[config.mk]
export PLATFORM = sky130hd
export DESIGN_NAME = muldiv_unit
export DESIGN_NICKNAME = d
export VERILOG_FILES = /design/src/rtl/muldiv_pkg.sv /design/src/rtl/muldiv_signfix.sv /design/src/rtl/muldiv_unit.sv
export SDC_FILE = /design/constraint.sdc
export NUM_CORES = 1
export LEC_CHECK = 0
export ABC_CLOCK_PERIOD_IN_PS = 2700
export BUFFER_PORTS_ARGS = -buffer_cell sky130_fd_sc_hd__buf_4
export CAP_MARGIN = 25
export CORE_MARGIN = 2
export CORE_UTILIZATION = 54
export DETAILED_ROUTE_END_ITERATION = 6
export MAX_ROUTING_LAYER = met4
export PLACE_DENSITY = 0.78
export SETUP_SLACK_MARGIN = 0.5
export SLEW_MARGIN = 10
export SYNTH_ARGS = -nofsm -noshare
export SYNTH_HDL_FRONTEND = slang
export SYNTH_SLANG_ARGS = --single-unit
[constraint.sdc]
create_clock -name clk -period 2.7 [get_ports clk]
set_input_delay 0.135 -clock clk [delete_from_list [all_inputs] [get_ports clk]]
set_output_delay 0.135 -clock clk [all_outputs]
set_load 0.01 [all_outputs]
[src/rtl/muldiv_pkg.sv]
// Shared op encodings and FSM state type for the multiply/divide unit.
// Signed operation support is enabled by defining MULDIV_SIGNED_EN.
package muldiv_pkg;

  localparam logic [1:0] OP_MULT  = 2'b00;
  localparam logic [1:0] OP_MULTU = 2'b01;
  localparam logic [1:0] OP_DIV   = 2'b10;
  localparam logic [1:0] OP_DIVU  = 2'b11;

  typedef enum logic [1:0] {
    ST_IDLE = 2'd0,
    ST_MUL  = 2'd1,
    ST_DIV  = 2'd2,
    ST_FIX  = 2'd3
  } state_e;

  function automatic logic [31:0] neg32(input logic [31:0] v);
    return ~v + 32'd1;
  endfunction

  function automatic logic [63:0] neg64(input logic [63:0] v);
    return ~v + 64'd1;
  endfunction

endpackage

[src/rtl/muldiv_signfix.sv]
// Sign handling for muldiv_unit: operand magnitudes in, result negation out.
// Built only when MULDIV_SIGNED_EN is defined; otherwise a pass-through.
module muldiv_signfix
  import muldiv_pkg::*;
(
  input  logic        signed_op,
  input  logic [31:0] a_in,
  input  logic [31:0] b_in,
  output logic [31:0] a_mag,
  output logic [31:0] b_mag,
  output logic        a_neg,
  output logic        b_neg,
  input  logic        is_div,
  input  logic        neg_a,
  input  logic        neg_b,
  input  logic [63:0] raw,
  output logic [63:0] fixed
);

`ifdef MULDIV_SIGNED_EN
  always_comb begin
    a_neg = signed_op & a_in[31];
    b_neg = signed_op & b_in[31];
    a_mag = a_neg ? neg32(a_in) : a_in;
    b_mag = b_neg ? neg32(b_in) : b_in;
    fixed = raw;
    // quotient sign is the xor of operand signs; remainder follows the dividend
    if (is_div) begin
      if (neg_a ^ neg_b) fixed[31:0] = neg32(raw[31:0]);
      else               fixed[31:0] = raw[31:0];
      if (neg_a) fixed[63:32] = neg32(raw[63:32]);
      else       fixed[63:32] = raw[63:32];
    end else begin
      if (neg_a ^ neg_b) fixed = neg64(raw);
      else               fixed = raw;
    end
  end
`else
  logic unused_sign_s;
  assign unused_sign_s = ^{signed_op, is_div, neg_a, neg_b};
  assign a_neg = 1'b0;
  assign b_neg = 1'b0;
  assign a_mag = a_in;
  assign b_mag = b_in;
  assign fixed = raw;
`endif

endmodule

[src/rtl/muldiv_unit.sv]
// Iterative 32-step shift-add multiplier / restoring divider with HI/LO results.
// Define MULDIV_SIGNED_EN to make op 00/10 signed; otherwise all ops are unsigned.
module muldiv_unit
  import muldiv_pkg::*;
#(
  parameter int XLEN = 32
) (
  input  logic            clk,
  input  logic            rst,
  input  logic            start,
  input  logic [1:0]      op,
  input  logic [XLEN-1:0] opA,
  input  logic [XLEN-1:0] opB,
  output logic            busy,
  output logic            done,
  output logic [XLEN-1:0] hi,
  output logic [XLEN-1:0] lo,
  output logic            div_by_zero
);

  state_e      state_q, state_d;
  logic [4:0]  cnt_q, cnt_d;
  logic [63:0] acc_q, acc_d;
  logic [31:0] opnd_q, opnd_d;
  logic        is_div_q, is_div_d;
  logic        neg_a_q, neg_a_d;
  logic        neg_b_q, neg_b_d;
  logic        dbz_q, dbz_d;
  logic [31:0] hi_q, hi_d;
  logic [31:0] lo_q, lo_d;
  logic        busy_q, busy_d;
  logic        done_q, done_d;
  logic        flag_q, flag_d;

  logic [31:0] a_mag_s, b_mag_s;
  logic        a_neg_s, b_neg_s;
  logic [63:0] fixed_s;
  logic [32:0] sum_s;
  logic [63:0] mul_step_s;
  logic [32:0] rem_sh_s;
  logic [33:0] diff_s;
  logic [63:0] div_step_s;

  muldiv_signfix u_signfix (
    .signed_op (~op[0]),
    .a_in      (opA),
    .b_in      (opB),
    .a_mag     (a_mag_s),
    .b_mag     (b_mag_s),
    .a_neg     (a_neg_s),
    .b_neg     (b_neg_s),
    .is_div    (is_div_q),
    .neg_a     (neg_a_q),
    .neg_b     (neg_b_q),
    .raw       (acc_q),
    .fixed     (fixed_s)
  );

  // acc holds {upper, lower}: product/remainder above, multiplier/quotient below
  always_comb begin
    sum_s      = {1'b0, acc_q[63:32]} + {1'b0, opnd_q};
    mul_step_s = acc_q[0] ? {sum_s, acc_q[31:1]} : {1'b0, acc_q[63:1]};
    rem_sh_s   = {acc_q[63:32], acc_q[31]};
    diff_s     = {1'b0, rem_sh_s} - {2'b00, opnd_q};
    div_step_s = diff_s[33] ? {rem_sh_s[31:0], acc_q[30:0], 1'b0}
                            : {diff_s[31:0], acc_q[30:0], 1'b1};
  end

  always_comb begin
    state_d  = state_q;
    cnt_d    = cnt_q;
    acc_d    = acc_q;
    opnd_d   = opnd_q;
    is_div_d = is_div_q;
    neg_a_d  = neg_a_q;
    neg_b_d  = neg_b_q;
    dbz_d    = dbz_q;
    hi_d     = hi_q;
    lo_d     = lo_q;
    done_d   = 1'b0;
    flag_d   = flag_q;
    case (state_q)
      ST_IDLE: begin
        if (start) begin
          is_div_d = op[1];
          neg_a_d  = a_neg_s;
          neg_b_d  = b_neg_s;
          opnd_d   = b_mag_s;
          cnt_d    = 5'd0;
          flag_d   = 1'b0;
          dbz_d    = op[1] & (opB == 32'd0);
          if (!op[1]) begin
            acc_d   = {32'd0, a_mag_s};
            state_d = ST_MUL;
          end else if (opB != 32'd0) begin
            acc_d   = {32'd0, a_mag_s};
            state_d = ST_DIV;
          end else begin
            // divide by zero skips iteration; keep the raw dividend for hi
            acc_d   = {32'd0, opA};
            state_d = ST_FIX;
          end
        end else begin
          state_d = ST_IDLE;
        end
      end
      ST_MUL: begin
        acc_d = mul_step_s;
        cnt_d = cnt_q + 5'd1;
        if (cnt_q == 5'd31) state_d = ST_FIX;
        else                state_d = ST_MUL;
      end
      ST_DIV: begin
        acc_d = div_step_s;
        cnt_d = cnt_q + 5'd1;
        if (cnt_q == 5'd31) state_d = ST_FIX;
        else                state_d = ST_DIV;
      end
      ST_FIX: begin
        if (dbz_q) begin
          hi_d   = acc_q[31:0];
          lo_d   = 32'hFFFF_FFFF;
          flag_d = 1'b1;
        end else begin
          {hi_d, lo_d} = fixed_s;
        end
        done_d  = 1'b1;
        state_d = ST_IDLE;
      end
      default: state_d = ST_IDLE;
    endcase
    busy_d = (state_d == ST_MUL) || (state_d == ST_DIV);
  end

  always_ff @(posedge clk) begin
    if (rst) begin
      state_q  <= ST_IDLE;
      cnt_q    <= 5'd0;
      acc_q    <= 64'd0;
      opnd_q   <= 32'd0;
      is_div_q <= 1'b0;
      neg_a_q  <= 1'b0;
      neg_b_q  <= 1'b0;
      dbz_q    <= 1'b0;
      hi_q     <= 32'd0;
      lo_q     <= 32'd0;
      busy_q   <= 1'b0;
      done_q   <= 1'b0;
      flag_q   <= 1'b0;
    end else begin
      state_q  <= state_d;
      cnt_q    <= cnt_d;
      acc_q    <= acc_d;
      opnd_q   <= opnd_d;
      is_div_q <= is_div_d;
      neg_a_q  <= neg_a_d;
      neg_b_q  <= neg_b_d;
      dbz_q    <= dbz_d;
      hi_q     <= hi_d;
      lo_q     <= lo_d;
      busy_q   <= busy_d;
      done_q   <= done_d;
      flag_q   <= flag_d;
    end
  end

  assign busy        = busy_q;
  assign done        = done_q;
  assign hi          = hi_q;
  assign lo          = lo_q;
  assign div_by_zero = flag_q;

endmodule

Word-level counts from Yosys, hierarchy flattened. Index checks and enable logic that the tools add are counted.

Flip-flop bits (word level): 171. Output and inout bits: 67.

Add/sub/neg operators: 3. Muxes and demuxes: 18. Reduce and logical (&&, ||, !) cells: 12. Bitwise operators: 1. Eq/ne operators: 8.

Operators by type and width (count): two-way mux 64 bit (3); one-hot mux 64 bit (3 select lines) (1); two-way mux 32 bit (2); subtractor 33 x 32 -> 34 bit (1); adder 32 x 32 -> 33 bit (1); zero test 32 bit (1); nonzero test 32 bit (1); one-hot mux 5 bit (2 select lines) (1); one-hot mux 2 bit (4 select lines) (1); equality test 2 bit, second input constant (3); two-way mux 2 bit (3); AND reduction 2 bit (3); adder 5 x 1 -> 5 bit, second input constant (1); equality test 5 bit, second input constant (1); two-way mux 1 bit (5); two-way mux 5 bit (1); equality test 2 x 1 -> 1 bit, second input constant (2); != test 2 bit, second input constant (2); nonzero test 2 bit (2); AND reduction 3 bit (1); nonzero test 3 bit (1); zero test 2 bit (1); one-hot mux 1 bit (2 select lines) (1); OR reduction 2 bit (1); 2 further kinds (2).

Longest topological paths before layout. Gate-level depths: netlist (run 1).

Depth after elaboration: 7. Depth in mapped cells: 13. Depth with buffers taken out: 13.

By module. A second synthesis (run 1) with hierarchy kept.

Cell total of the unflattened synthesis: 1488. Area total of the unflattened synthesis: 12161.7 µm².

By module, submodules not included: muldiv_unit (cells each 1357, instances 1, seq. area each 3483.3 µm², area an instance 11182.0 µm²); muldiv_signfix (cells each 131, instances 1, seq. area each 0.0 µm², area an instance 979.7 µm²).

Worst setup path after synthesis (run 1). OpenSTA, ideal clock, no wires.

Path type: flip-flop to flip-flop. Start point: register acc_q[31]. End point: register acc_q[62]. Arrival: 2818 ps. Data required time: 2566 ps. Library setup time: 134 ps. Cell stages (with the launch flop): 14. Clock period less this slack: 2952 ps. Setup slack: -252 ps. Path through: dfxtp_1 inv_1 ha_1 inv_1 fa_1 a21oi_1 o21bai_1 or3b_1 a21bo_2 and4b_1 or4_1 a32oi_1 nand2b_1 a311oi_1.

Word-level cells in the longest chain between the ends: 3.

Ends and longest elaborated chain: from (decl) (line muldiv_unit.sv:23) `logic [63:0] acc_q, acc_d;`; from (signal assigned) (line muldiv_unit.sv:139) `acc_q <= 64'd0;`; from (signal assigned) (line muldiv_unit.sv:153) `acc_q <= acc_d;`; subtractor 33 x 32 -> 34 bit (line muldiv_unit.sv:64) `diff_s = {1'b0, rem_sh_s} - {2'b00, opnd_q};`; two-way mux 64 bit (line muldiv_unit.sv:65) `div_step_s = diff_s[33] ? {rem_sh_s[31:0], acc_q[30:0], 1'b0}`; one-hot mux 64 bit (3 select lines) (line muldiv_unit.sv:82) `case (state_q)`.

Every way passes these cells. A chain may end at the register's enable or synchronous reset.

Final worst setup path (run 1).
Start point: register opnd_q[11]. End point: register acc_q[62].

Word-level cells in the longest chain between the ends: 3. Elaborated cells on any way between the ends: 5. Classes of those cells: add/sub (2); mux (3).

Ends and longest elaborated chain: from (decl) (line muldiv_unit.sv:24) `logic [31:0] opnd_q, opnd_d;`; from (signal assigned) (line muldiv_unit.sv:154) `opnd_q <= opnd_d;`; subtractor 33 x 32 -> 34 bit or adder 32 x 32 -> 33 bit (tied branches) (line muldiv_unit.sv:64, muldiv_unit.sv:61); two-way mux 64 bit, on equally long branches (line muldiv_unit.sv:65, muldiv_unit.sv:62); one-hot mux 64 bit (3 select lines) * (line muldiv_unit.sv:82).

Mark *: on every way between the ends. The rest lies on a longest branch, timed or not.

==> flow_summary.yaml, run 1 <==
status:
  status: "finished with violations"
  violations: "hold timing, setup timing"
cts:
  root_buffer: "clkbuf_16"
  clkTransAtPathRegs_ns: 0.08
  cts_tree: "done"
  cts.sinks: 171
  clock_latency_ns: 0.45
  numCtsBuffers: 17
  htreeDepth: 4
  ctsLongestPathBuffers: 2
detailed_routing:
  drt-initial-drc-count: 1431
  ant_nets: 0
  viasPerCell: 6.17
  via_count: 12500
  drt-pass1-iter-count: 7
  drc_errors: 0
  wirelength_um: 41100
  routedWlPerCell_um: 20.2
die:
  core_um2: 20000
  rows: 52
  dieHeight_um: 146
  ios: 136
  die_w_um: 146
  die_area_um2: 21400
  start_util_pct: 54.5
synth:
  synth-edff-count: 0
  synth_area_um2: 10900
  ys.flop_type: "dfxtp_1"
  syn_nets: 1551
  ys_seq_area_share_pct: 31.3
  syn_area_per_cell_um2: 7.75
  ys_types: 71
  yosys_warnings: 0
  synthCells: 1410
  ys_ff_latch: 171
  postSynth.asyncResetShare_pct: 0
global_route:
  grt_pass1_vias: 11900
  grt_max_degree: 91
  grt_pass1_wl_um: 62600
  antenna_found_initial: 0
  overflow: 0
  grt_usage_pct: 37.3
critical_path:
  cp-startpoint: "opnd_q[11]"
  reg2reg_to: "acc_q[62]"
  end_kind: "register"
  worstPathArrival_ns: 3.45
  crit_type: "register to register"
  r2r-start: "opnd_q[11]"
  cp-endpoint: "acc_q[62]"
  cp_max_fo: 3
  timing.reg2reg.worst_path_depth: 11
  reg2reg_setup_slack_ns: -0.44
  required_ns: 3.01
  startpoint_type: "register"
power_and_ir_drop:
  worst_ir_drop_vdd_v: 0.000459
  p_sw_share_pct: 32.7
  p_sw_uw: 2200
  pwr-share-clk_pct: 38.3
  pwr-share-seq_pct: 40.3
  leakagePower_uw: 0.00642
  p_per_area_nw_per_um2: 435
  p_int_uw: 4540
  pwr-share-comb_pct: 21.4
timing:
  fin_ws_ns: -0.439
  slew_viol_final: 0
  rsz0062_at_grt: "true"
  tightest_slew_ns: 0.885
  post-route-period-util_pct: 116
  hold_viol_final: 1
  fin_crit_ns: 3.14
  setup_viol: 33
  holdWs_ns: -0.00594
  setup-tns-final_ns: -6.11
  maxSlewHeadroom_pct: 41.0
  fmax_mhz: 319
  finClkSkew_ns: 0.0150
place:
  gp_congestion: 1.11
  hpwlAfterDp_um: 27200
  place_inst: 1923
  port_buffers: 134
final_layout:
  drive_above_1_share_pct: 30.1
  layout.nets: 1891
  final_util_pct: 77.3
  insertedDiodeCount: 0
  finalNonFillerCells: 2033
  area_growth_syn_to_layout_pct: 41.9
job:
  maxCapViolCount: 0
worst_hold_path:
  hp-class: "input pin to register"
==> through the flow <==
step	power (uW)	hold WS (ns)	setup WS [ns]	area, um2
after detailed placement	3920	0.383	-0.329	13500
after floorplan	3440	0.263	-0.139	11000
after CTS	6570	0.000578	-0.276	15200
after global routing	6950	0.00595	-0.536	15500
final	6740	-0.00594	-0.439	15500
after global placement	3890	0.384	-0.275	13500
==> timing repair <==
item	CTS	global route
setup endpoints to repair	44	62
buffers inserted	26	9
gates cloned	1	0
endpoints found under the hold margin	45	0
pin swaps	50	30
hold buffers	42	0
resized for setup	102	60
==> power groups by stage <==
stage	combinational [uW]	clock [uW]	sequential [uW]
6_report	1440	2580	2720
4_1_cts	1300	2560	2710
3_3_place_gp	1130	0	2770
5_1_grt	1540	2680	2730
2_1_floorplan	702	0	2740
3_5_place_dp	1150	0	2770
==> synth_stat cells (35+ instances only) <==
cell type,count,area share [%]
dfxtp_1,171,31
nand2_1,137,4.7
inv_1,54,1.9
o21ai_0,59,2.7
ha_1,70,8.0
a211oi_1,62,4.3
clkbuf_1,72,2.5
mux2i_1,55,5.0
a221oi_1,35,2.8
a21oi_1,136,6.2
nor2_1,205,7.0
nor3_1,35,1.6
==> critical path, cell delays in order (launching register included) <==
cell	delay (ns)
dfxtp_2	0.34
inv_1	0.04
ha_1	0.30
a21oi_1	0.17
o21ai_0	0.21
a2111oi_1	0.57
a21bo_4	0.30
and4b_1	0.20
or4_1	0.47
a32oi_1	0.20
nand2b_1	0.12
a311oi_1	0.07
==> state kept, by name, indices dropped and copies added (netlist names) <==
register     cells
acc_q           64
busy             1
cnt_q            5
dbz_q            1
div_by_zero      1
done             1
hi              32
lo              32
opnd_q          32
state_q          2
==> worst min-delay path by stage <==
stage                      end     from  depth (start not counted)  slack [ns]
floorplan            opnd_q[0]   opB[0]                          2        0.26
global placement      acc_q[7]   opA[7]                          3        0.38
detailed placement   acc_q[56]      rst                          2        0.38
CTS                 opnd_q[27]  opB[27]                          3      0.0006
global route        opnd_q[27]  opB[27]                          3       0.006
finish              opnd_q[27]  opB[27]                          3      -0.006
==> layer usage <==
layer	part of all wire, %	up-vias	global-route usage, %
li1	-	5824	-
met2	46	738	58.9
met3	8.9	172	5.47
met4	5.0	0	18.2
met5	0	-	-
met1	40	5812	46.9
==> area by class of cell <==
| class | count | area [um2] |
|---|---|---|
| timing repair buffer | 411 | 3300 |
| fill | 1400 | 4540 |
| clock inverter | 15 | 188 |
| inverter | 54 | 203 |
| sequential | 171 | 3450 |
| clock buffer | 17 | 425 |
| multi-input combinational | 1095 | 7600 |
| tap | 270 | 338 |
==> cells in the final DEF, fill, tap and decap left out, types with 14 or more instances in the layout <==
cell,instances
clkbuf_16,17
dlygate4sd3_1,42
a21oi_1,120
a221oi_1,26
o21ai_1,16
inv_1,49
a21oi_2,14
nor3_1,34
dfxtp_2,16
nand2_1,134
ha_1,54
a21o_1,16
nand3_1,18
buf_6,16
buf_4,347
a211oi_1,59
mux2i_1,55
xor2_1,18
o21ai_0,41
nor2_1,198
xnor2_1,28
a22oi_1,16
dfxtp_1,154
==> kinds of logic after synthesis <==
logic type | share of synthesized area [%]
flip-flops | 31.3
AND/OR/NAND/NOR | 18.9
buffers and inverters | 5.09
multiplexers | 5.56
AO/OA/AOI/OAI | 26.9
XOR/XNOR | 3.85
adder cells (fa/ha/maj) | 8.39
Power figures use the tool's default switching activity.
==> inputs of run 2 (changes only) <==
ABC_AREA = 1   (was unset)
GPL_TIMING_DRIVEN = 0   (was unset)
PLACE_DENSITY = 0.77   (was 0.78)
==> run 2 against run 1 <==
The run now ends clean. Clock skew increased by 0.00091 ns. Synthesized cell count rose by 51%. Maximum frequency rose by 35%. Core utilization fell by 2.3 points. Global-route usage increased by 4.1 points. Setup slack improved by 0.82 ns. Non-clock buffer count decreased by 93. Sequential power barely moved. Via count rose by 24%. Clock power up 2%. Critical path depth is the same. Critical endpoint is now acc_q[47]. Largest power group unchanged. Highest routed layer unchanged.
==> flow_summary.yaml, run 2 <==
timing:
  post-route-period-util_pct: 86.0
  fin_crit_ns: 2.32
  setup_viol: 0
  finClkSkew_ns: 0.0159
  hold_viol_final: 0
  tightest_slew_ns: 0.787
  fmax_mhz: 431
  rsz0062_at_grt: "true"
  maxSlewHeadroom_pct: 47.5
  setup-tns-final_ns: 0
  slew_viol_final: 0
detailed_routing:
  drt-initial-drc-count: 1539
  ant_nets: 0
  via_count: 15600
  routedWlPerCell_um: 19.6
  drc_errors: 0
  wirelength_um: 53100
  drt-pass1-iter-count: 7
  viasPerCell: 5.78
worst_hold_path:
  hp-class: "input pin to register"
  worstHoldPathCells: 3
  worstHoldStart: "opB[1]"
  hold_path_end: "opnd_q[1]"
synth:
  synth_common_cells: "nand2_1 (644), inv_1 (307), a21oi_1 (248), dfxtp_1 (171), o21ai_0 (164)"
  postSynth.asyncResetShare_pct: 0
  yosysTopAreaCellShare_pct: 26.8
  synth_area_leaders: "dfxtp_1 (27%), nand2_1 (19%), a21oi_1 (9.7%)"
  synth_compound_area_share_pct: 20.7
  ys.flop_type: "dfxtp_1"
  synth_mux_area_share_pct: 0
  ys_types: 44
  yosysTopAreaCell: "dfxtp_1"
  synthXorXnorAreaFrac_pct: 1.17
  synthCells: 2125
  yosys_warnings: 0
  ys_seq_area_share_pct: 26.8
  ys_ff_latch: 171
  synth_top_family_by_area: "simple AND/OR/NAND/NOR gates"
  synth-edff-count: 0
  yosys.area_share.simple_pct: 31.4
  synth_adder_area_share_pct: 7.17
  synth_area_um2: 12800
  syn_nets: 2266
  syn_area_per_cell_um2: 6.01
  synth_most_common_cell: "nand2_1"
critical_path:
  timing.reg2reg.worst_path_depth: 11
  end_kind: "register"
  reg2reg_to: "acc_q[47]"
  reg2reg_setup_slack_ns: 0.38
  cp_max_fo: 5
  required_ns: 3.01
  r2r-start: "acc_q[42]"
  crit_type: "register to register"
  worstPathArrival_ns: 2.63
  startpoint_type: "register"
die:
  core_um2: 23300
  die_area_um2: 24900
  die_w_um: 158
  start_util_pct: 54.7
  ios: 136
  rows: 56
  dieHeight_um: 158
final_layout:
  layout.nets: 2510
  ff_latch_area_um2: 3570
  drive_above_1_share_pct: 26.9
  finish.instance_area_um2: 17500
  n_fill_cell: 1842
  mostFrequentLayoutCells: "nand2_1 (540), inv_1 (279), a21oi_1 (228), buf_4 (189), o21ai_0 (161)"
  largest_register: "acc_q"
  layout.cells.most_common: "nand2_1"
  largest_reg_flops: 64
  multi_input_area_um2: 9330
  area_growth_syn_to_layout_pct: 37.1
power_and_ir_drop:
  p_sw_share_pct: 36.2
  p_per_area_nw_per_um2: 409
  worst_ir_drop_vdd_v: 0.000468
  p_sw_uw: 2590
  pwr-share-clk_pct: 36.6
  leakagePower_uw: 0.00833
  p_int_uw: 4570
  pwr-share-comb_pct: 25.8
  pwr-share-seq_pct: 37.7
place:
  hpwlAfterDp_um: 38300
  placed_cell_area_um2: 14200
  gp_congestion: 1.01
  port_buffers: 133
cts:
  numCtsBuffers: 17
  root_buffer: "clkbuf_16"
  clkTransAtPathRegs_ns: 0.08
  ctsLongestPathBuffers: 2
  cts_tree: "done"
  cts.sinks: 171
  clock_latency_ns: 0.45
  htreeDepth: 4
job:
  maxCapViolCount: 0
global_route:
  overflow: 0
  antenna_found_initial: 1
  grt_usage_pct: 41.4
  grt_pass1_vias: 14300
  grt_pass1_wl_um: 76800
  grt_max_degree: 20
status:
  status: "completed"
## run 2: cell count changes in the layout (fill, tap and decap cells not counted), moves of 45 or more
cell and delta:
nand2_1 +406, inv_1 +230, buf_4 -158, o21ai_0 +120
nor2_1 -113, a21oi_1 +108, nand3_1 +66, nand2_2 +63
a211oi_1 -58, clkbuf_1 +56, mux2i_1 -55, dfxtp_1 -45
## run 2: area by class of cell
cell class	instances	share of cell area [%]
Buffer	93	2.77
Multi-Input combinational cell	1537	53.3
Timing Repair Buffer	225	10.8
Tap cell	319	2.28
Inverter	324	7.00
Sequential cell	171	20.4
Clock inverter	14	0.972
Antenna cell	1	0.0143
Clock buffer	18	2.51
## run 2: per-layer routing
layer	track usage (%)	wire [um]	vias to the layer above
li1	-	-	7364
met1	49.3	20400	7094
met2	67.8	24300	924
met3	8.29	5390	224
met4	18.2	3070	0
met5	-	0	-
## run 2: cell families after synthesis
family	count (synthesis)
simple gates	959
flops	171
buf+inv	417
xor+xnor	17
fa+ha+maj	72
compound gates	489
## run 2: how the worst max path moves through the flow
stage               startpoint         to  slack, ns  cells after the start
finish               acc_q[42]  acc_q[47]       0.38                     11
global route        opnd_q[30]  acc_q[52]       0.31                     15
CTS                  acc_q[31]  acc_q[60]       0.42                     18
detailed placement   acc_q[31]  acc_q[60]      -0.23                     18
global placement     acc_q[31]  acc_q[62]      -0.19                     18
floorplan            acc_q[32]  acc_q[39]       0.56                     15
## run 2: timing repair
action	4_1_cts	5_1_grt
setup endpoints to repair	117	109
gates resized for setup	228	285
hold buffers	29	0
endpoints found under the hold margin	29	0
gates cloned	1	4
setup buffers	30	28
pin swaps	35	109
## run 2: power groups by stage
| stage | sequential [uW] | combinational (uW) | clock [uW] |
|---|---|---|---|
| 6_report | 2700 | 1850 | 2620 |
| 3_5_place_dp | 2760 | 1310 | 0 |
| 2_1_floorplan | 2740 | 863 | 0 |
| 3_3_place_gp | 2760 | 1300 | 0 |
| 5_1_grt | 2710 | 1960 | 2700 |
| 4_1_cts | 2700 | 1530 | 2590 |
## run 2: per-stage QoR
| step | instances | power [uW] | hold slack [ns] | setup WS, ns | utilization (%) |
|---|---|---|---|---|---|
| 2_1_floorplan | 2125 | 3600 | 0.302 | 0.557 | - |
| 5_1_grt | 2702 | 7370 | 0.0104 | 0.309 | 75.0 |
| 3_3_place_gp | 2577 | 4060 | 0.425 | -0.187 | 60.7 |
| 3_5_place_dp | 2577 | 4070 | 0.421 | -0.233 | 60.7 |
| 4_1_cts | 2669 | 6820 | 0.000388 | 0.417 | 69.7 |
| 6_report | 2702 | 7160 | 0.000640 | 0.379 | 75.0 |
## run 2: worst max-delay path, cell delays in order, from the launching register on
cell and delay, ns:
dfxtp_2 0.39, ha_1 0.42, nand2_1 0.19, nor2_1 0.27
and2_1 0.21, nand2_1 0.08, nand3_1 0.09, nand2_1 0.05
o21ai_0 0.25, nand2_1 0.11, nand2_1 0.08, a21oi_1 0.06
==> inputs of run 3 (changes only) <==
ABC_CLOCK_PERIOD_IN_PS = 2360   (was 2700)
PLACE_DENSITY = 0.74   (was 0.77)
clock period = 2.36 ns   (was 2.7 ns; I/O delays follow)
==> run 3 against run 2 <==
The flow now finishes with violations (DRC, hold timing). Worst hold slack worse by 0.0074 ns. Critical path depth increased by 5. Setup slack worse by 0.37 ns. Register-to-register slack worse by 0.37 ns. Clock power grew 15%. First-iteration DRC count rose by 14%. Maximum frequency down 1.1%. Die area is the same. Largest power group unchanged. Highest routed layer unchanged.
==> flow_summary.yaml, run 3 (synthesis gave the netlist of run 2 again) <==
detailed_routing:
  via_count: 16100
  wirelength_um: 54700
  drt-pass1-iter-count: 7
  viasPerCell: 5.85
  routedWlPerCell_um: 19.8
  ant_nets: 0
  drt-initial-drc-count: 1752
  drc_errors: 1
critical_path:
  end_kind: "register"
  cp_max_fo: 4
  worstPathArrival_ns: 2.66
  startpoint_type: "register"
  crit_type: "register to register"
  required_ns: 2.67
cts:
  cts_tree: "done"
  htreeDepth: 4
  clock_latency_ns: 0.45
  clkTransAtPathRegs_ns: 0.09
  numCtsBuffers: 17
  ctsLongestPathBuffers: 2
  cts.sinks: 171
  root_buffer: "clkbuf_16"
status:
  violations: "DRC, hold timing"
  status: "finished with violations"
die:
  rows: 56
  core_um2: 23300
  start_util_pct: 54.7
  dieHeight_um: 158
  ios: 136
  die_w_um: 158
  die_area_um2: 24900
final_layout:
  mostFrequentLayoutCells: "nand2_1 (547), inv_1 (277), a21oi_1 (232), buf_4 (220), o21ai_0 (160)"
  area_growth_syn_to_layout_pct: 40.9
  layout.cells.most_common: "nand2_1"
  final_util_pct: 77.2
  largest_register: "acc_q"
  layout.nets: 2567
  n_fill_cell: 1749
  drive_above_1_share_pct: 28.2
  insertedDiodeCount: 0
  multi_input_area_um2: 9260
  largest_reg_flops: 64
  ff_latch_area_um2: 3570
  finalNonFillerCells: 2758
place:
  port_buffers: 133
  hpwlAfterDp_um: 38600
  place_inst: 2577
  gp_congestion: 1.04
timing:
  rsz0062_at_grt: "true"
  fmax_mhz: 426
  holdWs_ns: -0.00675
  fin_crit_ns: 2.35
  hold_viol_final: 1
  maxSlewHeadroom_pct: 52.5
  slew_viol_final: 0
  finClkSkew_ns: 0.0145
  setup_viol: 0
  tightest_slew_ns: 0.713
  post-route-period-util_pct: 99.4
global_route:
  overflow: 0
  grt_pass1_wl_um: 80400
  grt_max_degree: 20
  grt_usage_pct: 43.4
  antenna_found_initial: 0
  grt_pass1_vias: 15200
job:
  maxCapViolCount: 0
power_and_ir_drop:
  worst_ir_drop_vdd_v: 0.000374
  p_per_area_nw_per_um2: 463
  fin_total_pwr_uw: 8340
  leakagePower_uw: 0.00863
worst_hold_path:
  hp-class: "input pin to register"
## run 3: cell types whose count changed in the layout (fill, tap and decap cells not counted), moves of 5 or more
cell           before  now
clkbuf_4            2    7
dlygate4sd3_1      29   48
clkbuf_1           56   46
dfxtp_2            34   39
nand3_2            33   39
nand2_4            40   34
nand2_1           540  547
buf_6               2   12
buf_4             189  220
## run 3: critical path, stage by stage, from the launching register on
cell and delay, ns:
dfxtp_2 0.34, inv_4 0.09, ha_4 0.15, inv_4 0.04, fa_2 0.45, nand3_2 0.11
nand3_4 0.11, nand2_4 0.11, nand2_4 0.07, nand2_4 0.07, nand2_4 0.07, xnor2_1 0.20
nand2_2 0.11, nand3_1 0.09, nand2_1 0.08, nand2_1 0.06, a21oi_1 0.05
## run 3: what timing repair did
| action | CTS | global route |
|---|---|---|
| hold endpoints to repair | 48 | 0 |
| hold buffers | 48 | 0 |
| cloned | 3 | 1 |
| resized for setup | 266 | 182 |
| setup endpoints to repair | 168 | 146 |
| buffers inserted | 66 | 31 |
| pin swaps | 75 | 76 |
## run 3: area by class of cell
type | count | area share (%)
multi-input cells | 1537 | 51.4
flip-flops and latches | 171 | 19.9
repair buffers | 282 | 13.3
inverters | 324 | 6.83
plain buffers | 93 | 3.09
clock buffers | 18 | 2.38
well taps | 319 | 2.22
clock inverters | 14 | 0.945
## run 3: per-stage QoR
| stage | area, um2 | setup TNS [ns] | worst slack [ns] | hold slack, ns |
|---|---|---|---|---|
| final | 18000 | 0 | 0.0134 | -0.00675 |
| after global routing | 18000 | -1.01 | -0.0815 | 0.00481 |
| after CTS | 17100 | 0 | 0.0873 | 0.000169 |
| after detailed placement | 14600 | -12.22 | -0.279 | 0.406 |
| after global placement | 14600 | -7.53 | -0.293 | 0.395 |
| after floorplan | 13200 | 0 | 0.428 | 0.283 |
## run 3: per-layer routing
layer  vias to the layer above  GRT usage, %  share of wire [%]
met3                       253          7.83                9.8
met5                         -             -                  0
met4                         0          20.6                6.1
li1                       7482             -                  -
met2                      1001          71.2                 46
met1                      7407          51.4                 38
## run 3: worst paths after layout
kind	start	slack, ns	endpoint	cells past startpoint
setup / recovery	acc_q[31]	0.01	acc_q[44]	16
hold / removal	opB[30]	-0.007	opnd_q[30]	3
setup reg to reg	acc_q[31]	0.01	acc_q[44]	16
hold reg to reg	cnt_q[4]	0.48	cnt_q[4]	2
## run 3: where the power goes
group	switching [uW]	total (uW)	leakage [uW]	internal, uW
sequential	102	3090	0.00143	2990
clock	1550	3000	0.000292	1440
combinational	1390	2250	0.00691	866
total	3040	8340	0.00863	5300
